File: src/rtl/lsu_pkg.sv
// Shared types and helpers for the load/store unit: access sizes, FSM states,
// lane widths and the alignment rules used at request accept.
package lsu_pkg;

    typedef enum logic [1:0] {
        SIZE_BYTE = 2'b00,
        SIZE_HALF = 2'b01,
        SIZE_WORD = 2'b10
    } size_e;

    typedef enum logic [1:0] {
        IDLE   = 2'b00,
        ACCESS = 2'b01,
        WRITE  = 2'b10,
        RESP   = 2'b11
    } lsu_state_e;

    localparam int BYTE_W = 8;
    localparam int HALF_W = 16;
    localparam int WORD_W = 32;

    // The reserved encoding 2'b11 behaves as a word access.
    function automatic size_e norm_size(input logic [1:0] s);
        return (s == 2'b11) ? SIZE_WORD : size_e'(s);
    endfunction

    function automatic logic misaligned(input size_e s, input logic [1:0] off);
        case (s)
            SIZE_HALF: return off[0];
            SIZE_WORD: return (off != 2'b00);
            default:   return 1'b0;
        endcase
    endfunction

    // Low address bits that must be zero for an aligned access of size s.
    function automatic logic [1:0] align_mask(input size_e s);
        case (s)
            SIZE_HALF: return 2'b01;
            SIZE_WORD: return 2'b11;
            default:   return 2'b00;
        endcase
    endfunction

endpackage

File: src/rtl/lsu_lane_align.sv
// Combinational lane steering: little-endian load extract/extend and
// sub-word store merge into the word read back from memory.
module lsu_lane_align
    import lsu_pkg::*;
(
    input  logic [WORD_W-1:0] ld_word,
    input  logic [1:0]        offset,
    input  size_e             size,
    input  logic              sign_ext,
    input  logic [WORD_W-1:0] old_word,
    input  logic [WORD_W-1:0] wdata,
    output logic [WORD_W-1:0] ld_data,
    output logic [WORD_W-1:0] st_word
);

    logic [4:0]        byte_lsb;
    logic [4:0]        half_lsb;
    logic [BYTE_W-1:0] byte_v;
    logic [HALF_W-1:0] half_v;

    assign byte_lsb = {offset, 3'b000};
    assign half_lsb = {offset[1], 4'b0000};
    assign byte_v   = ld_word[byte_lsb +: BYTE_W];
    assign half_v   = ld_word[half_lsb +: HALF_W];

    always_comb begin
        ld_data = ld_word;
        st_word = wdata;
        case (size)
            SIZE_BYTE: begin
                ld_data = {{(WORD_W-BYTE_W){sign_ext & byte_v[BYTE_W-1]}}, byte_v};
                st_word = old_word;
                st_word[byte_lsb +: BYTE_W] = wdata[BYTE_W-1:0];
            end
            SIZE_HALF: begin
                ld_data = {{(WORD_W-HALF_W){sign_ext & half_v[HALF_W-1]}}, half_v};
                st_word = old_word;
                st_word[half_lsb +: HALF_W] = wdata[HALF_W-1:0];
            end
            default: begin
                ld_data = ld_word;
                st_word = wdata;
            end
        endcase
    end

endmodule

File: src/rtl/load_store_unit.sv
// CPU data-memory initiator: byte/half/word loads and stores over a word-wide
// port, sub-word stores by read-modify-write. Define LSU_MISALIGN_TRAP_EN to
// fault misaligned requests instead of silently aligning them.
module load_store_unit
    import lsu_pkg::*;
#(
    parameter int ADDR_W = 32
) (
    input  logic              clk,
    input  logic              rst,
    input  logic              req_valid,
    output logic              req_ready,
    input  logic              req_write,
    input  logic [1:0]        req_size,
    input  logic              req_signed,
    input  logic [ADDR_W-1:0] req_addr,
    input  logic [31:0]       req_wdata,
    output logic              resp_valid,
    output logic [31:0]       resp_rdata,
    output logic              resp_fault,
    output logic              mem_writeEn,
    output logic [31:0]       mem_address,
    output logic [31:0]       mem_writeData,
    input  logic [31:0]       mem_readData,
    output logic [1:0]        dbg_state
);

    // Handshake: a request transfers on a rising edge with req_valid && req_ready;
    // req_ready is high only in IDLE, resp_valid is a single-cycle pulse in RESP.

    localparam logic [1:0] ST_IDLE   = IDLE;
    localparam logic [1:0] ST_ACCESS = ACCESS;
    localparam logic [1:0] ST_WRITE  = WRITE;
    localparam logic [1:0] ST_RESP   = RESP;

`ifdef LSU_MISALIGN_TRAP_EN
    localparam logic TRAP_EN = 1'b1;
`else
    localparam logic TRAP_EN = 1'b0;
`endif

    logic [1:0]        state;
    logic              lat_write;
    size_e             lat_size;
    logic              lat_signed;
    logic [ADDR_W-1:0] lat_addr;
    logic [31:0]       lat_wdata;
    logic [31:0]       merged;
    logic              fault_q;

    size_e             acc_size;
    logic              acc_mis;
    logic [ADDR_W-1:0] acc_addr;
    logic              word_store;
    logic [31:0]       ld_data;
    logic [31:0]       st_word;

    assign acc_size = norm_size(req_size);
    assign acc_mis  = misaligned(acc_size, req_addr[1:0]);
    // Without the trap, misaligned requests drop their low offset bits here.
    assign acc_addr = {req_addr[ADDR_W-1:2], req_addr[1:0] & ~align_mask(acc_size)};

    assign word_store = lat_write && (lat_size == SIZE_WORD);

    lsu_lane_align u_align (
        .ld_word  (mem_readData),
        .offset   (lat_addr[1:0]),
        .size     (lat_size),
        .sign_ext (lat_signed),
        .old_word (mem_readData),
        .wdata    (lat_wdata),
        .ld_data  (ld_data),
        .st_word  (st_word)
    );

    always_ff @(posedge clk or negedge rst) begin
        if (!rst) begin
            state      <= ST_IDLE;
            lat_write  <= 1'b0;
            lat_size   <= SIZE_BYTE;
            lat_signed <= 1'b0;
            lat_addr   <= '0;
            lat_wdata  <= '0;
            merged     <= '0;
            resp_rdata <= '0;
            fault_q    <= 1'b0;
        end else begin
            case (state)
                ST_IDLE: begin
                    if (req_valid) begin
                        lat_write  <= req_write;
                        lat_size   <= acc_size;
                        lat_signed <= req_signed;
                        lat_addr   <= acc_addr;
                        lat_wdata  <= req_wdata;
                        if (TRAP_EN && acc_mis) begin
                            resp_rdata <= '0;
                            fault_q    <= 1'b1;
                            state      <= ST_RESP;
                        end else begin
                            state <= ST_ACCESS;
                        end
                    end
                end
                ST_ACCESS: begin
                    if (!lat_write) begin
                        resp_rdata <= ld_data;
                        fault_q    <= 1'b0;
                        state      <= ST_RESP;
                    end else if (word_store) begin
                        resp_rdata <= '0;
                        fault_q    <= 1'b0;
                        state      <= ST_RESP;
                    end else begin
                        merged <= st_word;
                        state  <= ST_WRITE;
                    end
                end
                ST_WRITE: begin
                    resp_rdata <= '0;
                    fault_q    <= 1'b0;
                    state      <= ST_RESP;
                end
                default: state <= ST_IDLE;
            endcase
        end
    end

    // Write enable and data are decoded from state so reset removes them at once.
    always_comb begin
        mem_writeEn   = 1'b0;
        mem_writeData = '0;
        if (state == ST_WRITE) begin
            mem_writeEn   = 1'b1;
            mem_writeData = merged;
        end else if (state == ST_ACCESS && word_store) begin
            mem_writeEn   = 1'b1;
            mem_writeData = lat_wdata;
        end
    end

    assign mem_address = 32'(lat_addr[ADDR_W-1:2]);
    assign req_ready   = (state == ST_IDLE);
    assign resp_valid  = (state == ST_RESP);
    assign resp_fault  = fault_q;
    assign dbg_state   = state;

endmodule

File: config.mk
export PLATFORM = sky130hd
export DESIGN_NAME = load_store_unit
export DESIGN_NICKNAME = d
export VERILOG_FILES = /design/src/rtl/lsu_pkg.sv /design/src/rtl/lsu_lane_align.sv /design/src/rtl/load_store_unit.sv
export SDC_FILE = /design/constraint.sdc
export NUM_CORES = 1
export LEC_CHECK = 0
export CORE_MARGIN = 2
export CORE_UTILIZATION = 40
export DETAILED_ROUTE_END_ITERATION = 6
export PLACE_DENSITY_LB_ADDON = 0.05
export SLEW_MARGIN = 10
export SYNTH_ARGS = -nofsm -noshare
export SYNTH_HDL_FRONTEND = slang
export SYNTH_SLANG_ARGS = --single-unit
File: constraint.sdc
create_clock -name clk -period 2.2 [get_ports clk]
set_input_delay 0.66 -clock clk [delete_from_list [all_inputs] [get_ports clk]]
set_output_delay 0.66 -clock clk [all_outputs]
set_load 0.005 [all_outputs]
== Word level (Yosys, flattened, before mapping) ==
Cells that the tools add are included.

* Register bits: 135
* Bits of input ports: 103
* Output and inout bits: 102
* Logic and storage cells: 60

* Muxes and demuxes: 20
* Reduce and logical (&&, ||, !) cells: 8
* Add/sub/neg operators: 2
* Equal/unequal tests: 10
* Bitwise gates (word level): 5
* Shift-type cells: 6

{| class="wikitable"
|+ Operators by type and width
! kind !! number
|-
| 32-bit one-hot mux with 2 select lines || 3
|-
| 32-bit 2-to-1 mux || 4
|-
| 32-bit bitwise mux || 2
|-
| 16-bit by 7-bit variable shift with 32-bit output (first input constant) || 1
|-
| 8-bit by 7-bit variable shift with 32-bit output (first input constant) || 1
|-
| 16-bit by 7-bit indexed part select with 32-bit output || 1
|-
| 32-bit by 6-bit indexed part select with 16-bit output || 1
|-
| 32-bit by 6-bit indexed part select with 8-bit output || 1
|-
| 8-bit by 7-bit indexed part select with 32-bit output || 1
|-
| 5-bit negator with 7-bit output || 2
|-
| 2-bit == test (second input constant) || 5
|-
| 2-bit by 1-bit == test with 1-bit output (second input constant) || 3
|-
| 1-bit 2-to-1 mux || 6
|-
| 2-bit one-hot mux with 3 select lines || 1
|-
| 2-bit logical NOT || 2
|-
| 2-bit 2-to-1 mux || 2
|-
| 2-bit one-hot mux with 2 select lines || 1
|-
| 2-bit AND reduction || 2
|-
| 3-bit inequality test (second input constant) || 1
|-
| 3-bit AND reduction || 1
|-
| 1-bit AND || 2
|-
| 2-bit AND || 1
|-
| 1-bit logical AND || 2
|-
| 2-bit inequality test (second input constant) || 1
|-
| other kinds (4) || 4
|}

== Logic depth before layout (Yosys ltp) ==
* Word-level depth: 6
* Depth in mapped cells: 10
* Depth with buffers taken out: 6

== By module ==
Synthesis repeated with hierarchy kept, for this count alone.

* Cells, all modules: 686
* Area total of the unflattened synthesis: 7449.6 um2

{| class="wikitable"
|+ By module, submodules not included
! module !! instances !! seq. area each (um2) !! area an instance (um2) !! cells an instance
|-
| load_store_unit || 1 || 3353.2 || 5755.5 || 414
|-
| lsu_lane_align || 1 || 0.0 || 1694.1 || 272
|}

== Worst setup path after synthesis ==
No wires, ideal clock.

* Path kind: register to output
* From: register state[1], in the netlist dbg_state[1]
* To: output port mem_writeData[10]
* Cell stages (with the launch flop): 8
* Buffers on the path: 2
* Required time: 1540 ps
* Arrival time: 1539 ps
* Setup slack: 1 ps
* Path through: dfrtp_1 -> inv_1 -> ha_1 -> and2_1 -> buf_2 -> a21oi_1 -> buf_2 -> nor2_1

* Longest elaborated chain between the ends: 4
* Elaborated cells on any way between the ends: 5
* Those cells by class: 2 x eq/ne; 2 x mux; 1 x reduce/logical

{| class="wikitable"
|+ RTL lines
! element !! line !! text
|-
| start, declared || load_store_unit.sv:42 || <nowiki>logic [1:0] state;</nowiki>
|-
| start signal, assigned || load_store_unit.sv:78 || <nowiki>state <= ST_IDLE;</nowiki>
|-
| start signal, assigned || load_store_unit.sv:99 || <nowiki>state <= ST_RESP;</nowiki>
|-
| start signal, assigned || load_store_unit.sv:101 || <nowiki>state <= ST_ACCESS;</nowiki>
|-
| 2-bit by 1-bit == test with 1-bit output || load_store_unit.sv:136 || <nowiki>end else if (state == ST_ACCESS && word_store) begin</nowiki>
|-
| 1-bit logical AND || load_store_unit.sv:136 ||
|-
| 32-bit 2-to-1 mux || load_store_unit.sv:136 ||
|-
| 32-bit 2-to-1 mux * || load_store_unit.sv:133 || <nowiki>if (state == ST_WRITE) begin</nowiki>
|-
| end, declared || load_store_unit.sv:23 || <nowiki>output logic [31:0] mem_writeData,</nowiki>
|}

Every way passes the cells marked *; elsewhere a longest branch is shown, timed or not.

== Worst setup path after layout ==
* From: register state[0], in the netlist dbg_state[0]
* To: output port mem_writeData[7]

The elaborated chain is that of the path after synthesis.

==> impl_metrics.tcl <==
set metrics [dict create \
    die_height_um 143.7 \
    clockBufferDepth 2 \
    path_buf_inv 5 \
    switchingPower_mw 7.018 \
    crit_cells 8 \
    clock_latency_ns 0.42 \
    cts-buffers-inserted 17 \
    ff2ff_path_depth 10 \
    seq_area_frac_synth_pct 42.97 \
    slew_viol_final 0 \
    path_cells "inv_2, ha_4, buf_12, clkbuf_16, buf_6, mux2i_1, nor2_2, buf_2" \
    pwr-share-seq_pct 25.8 \
    via_per_inst 5.464 \
    status "complete, but fails checks" \
    cp_max_fo 6 \
    relSlewSlack_pct 49.85 \
    r2r_setup_slack_ns 0.09 \
    port_buffers 201 \
    ir_worst_vdd_v 0.0008162 \
    grt_pass1_vias 7259 \
    gp_congestion 0.8920 \
    synth.most_common_cell "dfrtp_1" \
    yosysUniqueCellTypes 49 \
    rows 51 \
    synthTopCellsByCount "dfrtp_1, mux2_2, nand2_1, nor2_1, mux2i_1" \
    cts_tree "yes" \
    fin_crit_sh_pct 119.1 \
    startpoint "dbg_state[0]" \
    start_util_pct 40.49 \
    wire_per_inst_um 21.99 \
    area_growth_pct 48.81 \
    place_hpwl_um 20280 \
    synth-edff-count 0 \
    leakagePower_nw 5.024 \
    crit_type "register to output port" \
    path_clk_slew_ns 0.07 \
    p_int_mw 10.78 \
    netlist_top_cells_area "dfrtp_1, mux2_2, mux2i_1" \
    yosys_warnings 0 \
    period_minus_slack_ns 2.621 \
    timing.setup.tns_ns -12.13 \
    core_um2 19270 \
    hold_ws_ns 0.1081 \
    root_buffer "clkbuf_16" \
    syn_avg_cell_area_um2 10.03 \
    drc 0 \
    numClockSinks 134 \
    ios 205 \
    die_w_um 143.7 \
    drive_above_1_share_pct 31.76 \
    grt_pass1_wl_um 42900 \
    dr.pass1.iters 5 \
    yosysTopAreaCellShare_pct 42.97 \
    stdcell_area_um2 11610 \
    async_flop_share_pct 100.0 \
    syn_area_um2 7804 \
    timing.fmax_mhz 381.6 \
    pwr-share-comb_pct 57.4 \
    fin_nets 1135 \
    max_stage_delay_ns 0.43 \
    yosys.area.top_type "dfrtp_1" \
    end_kind "output port" \
    worst_pin_slew_ns 0.7522 \
    pwr-share-clk_pct 16.8 \
    synth_cells 778 \
    routed_wl_um 28630 \
    grt_usage_pct 27.96 \
    violations "setup timing" \
    start_kind "register" \
    cp.required_ns 1.54 \
    setup_violations 34 \
    synth_seq_cells 134 \
    power.density_nw_per_um2 1532 \
    die_area_um2 20640 \
    r2r-end "resp_rdata[25]" \
    grt.overflow.total 0 \
    finalWorstSetupSlack_ns -0.4209 \
    vias 7114 \
    drt_iter0_markers 534 \
    cp-endpoint "mem_writeData[7]" \
    synth_ff_type "dfrtp_1" \
    slowest_stage "dfrtp_1" \
    fin_worst_skew_ns 0.007190 \
    p_sw_share_pct 39.44 \
    grt_max_degree 66 \
    cp_top_family "buffers and inverters" \
    maxCapViolations 0 \
    dp_slack_ns -0.2429 \
    grt_setup_unrepaired "true" \
    grt_antenna_before_repair 2 \
    drtAntennaViolNets 0 \
    arrival_ns 1.96 \
    worstReg2RegStart "dbg_state[1]" \
    total_power_mw 17.79 \
    hp-class "input port to asynchronous set/reset pin" \
    htreeDepth 4 \
    nFillCells 1615 \
    hold_viol 0 \
    placed_area_um2 10310 \
]
per-layer routing:
metal,track usage (%),part of all wire (%),vias to the layer above
li1,-,-,3254
met1,37.07,42,3520
met2,44.64,48,290
met3,5.665,6.6,50
met4,11.76,3.5,0
met5,0,0,-
how the worst min path moves through the flow:
| stage | end | cells after the start |
|---|---|---|
| 2_1_floorplan | dbg_state[0] | 0 |
| 6_report | lat_wdata[19] | 1 |
| 3_3_place_gp | resp_rdata[15] | 2 |
| 5_1_grt | lat_wdata[17] | 1 |
| 3_5_place_dp | resp_rdata[15] | 2 |
| 4_1_cts | lat_wdata[17] | 1 |
flip-flops by register name, summed over array words and instances (netlist names):
name and flops:
lat_size 2, merged 32, lat_wdata 32, lat_signed 1, resp_rdata 32, lat_addr 32, lat_write 1, dbg_state 2
metrics by stage:
| step | util [%] | cells |
|---|---|---|
| finish | 60.26 | 1302 |
| global route | 60.25 | 1301 |
| CTS | 58.72 | 1296 |
| detailed placement | 53.49 | 1235 |
| global placement | 53.49 | 1235 |
| floorplan | - | 780 |
worst register-to-register path, delay by kind of cell, from the launching register on:
kind / cells / cell delay [ns]
buffers and inverters: 5 / 0.77
adder cells (fa/ha/maj): 1 / 0.18
AND/OR/NAND/NOR: 4 / 0.68
flip-flops: 1 / 0.40
power by group through the flow:
stage               Sequential (mW)  Clock (mW)  Combinational, mW
finish                         4.60        2.99               10.2
global route                   4.74        3.15               10.9
CTS                            4.47        3.04               9.61
detailed placement             4.46           0               8.51
global placement               4.42           0               8.35
floorplan                      4.33           0               4.82
repair_timing:
item | CTS | global route
hold buffers | 0 | 0
pin swaps | 22 | 11
endpoints found under the setup margin | 36 | 37
buffers inserted | 25 | 7
resized for setup | 205 | 60
gates cloned | 4 | 2
layout make-up:
cell class,instances,area [um2],share of cell area [%]
antenna,1,2.502,0.02155
clock buffer,18,439.2,3.782
clock inverter,14,166.4,1.433
inverter,22,82.58,0.7111
multi-input combinational,535,4282,36.87
sequential,134,3356,28.90
tap,265,331.6,2.855
timing repair buffer,313,2953,25.43
cell usage in the layout (no fill, tap or decap), types with 10 or more instances in the layout:
cell	netlist	final
nor2_4	1	19
buf_6	6	19
mux2i_4	0	15
inv_1	22	19
a22oi_1	24	24
a31oi_1	23	23
dfrtp_1	134	132
nor2b_1	37	37
a21oi_1	21	20
nand2_1	61	60
buf_2	20	34
o22ai_1	16	15
clkbuf_16	0	18
buf_12	0	12
o21ai_0	24	24
nor2_2	1	12
nand2b_1	27	27
mux2i_1	43	21
and3_1	15	15
clkdlybuf4s50_1	0	163
mux2_2	71	71
a221oi_1	25	25
nor3_1	10	10
nor2_1	61	33
buf_4	37	79
kinds of logic after synthesis:
kind of cell,share of synthesized area (%)
flops,42.97
fa+ha+maj,1.443
buf+inv,8.065
compound gates,16.98
other cells,0.04805
simple gates,14.16
mux,16.34
Power figures use the tool's default switching activity.
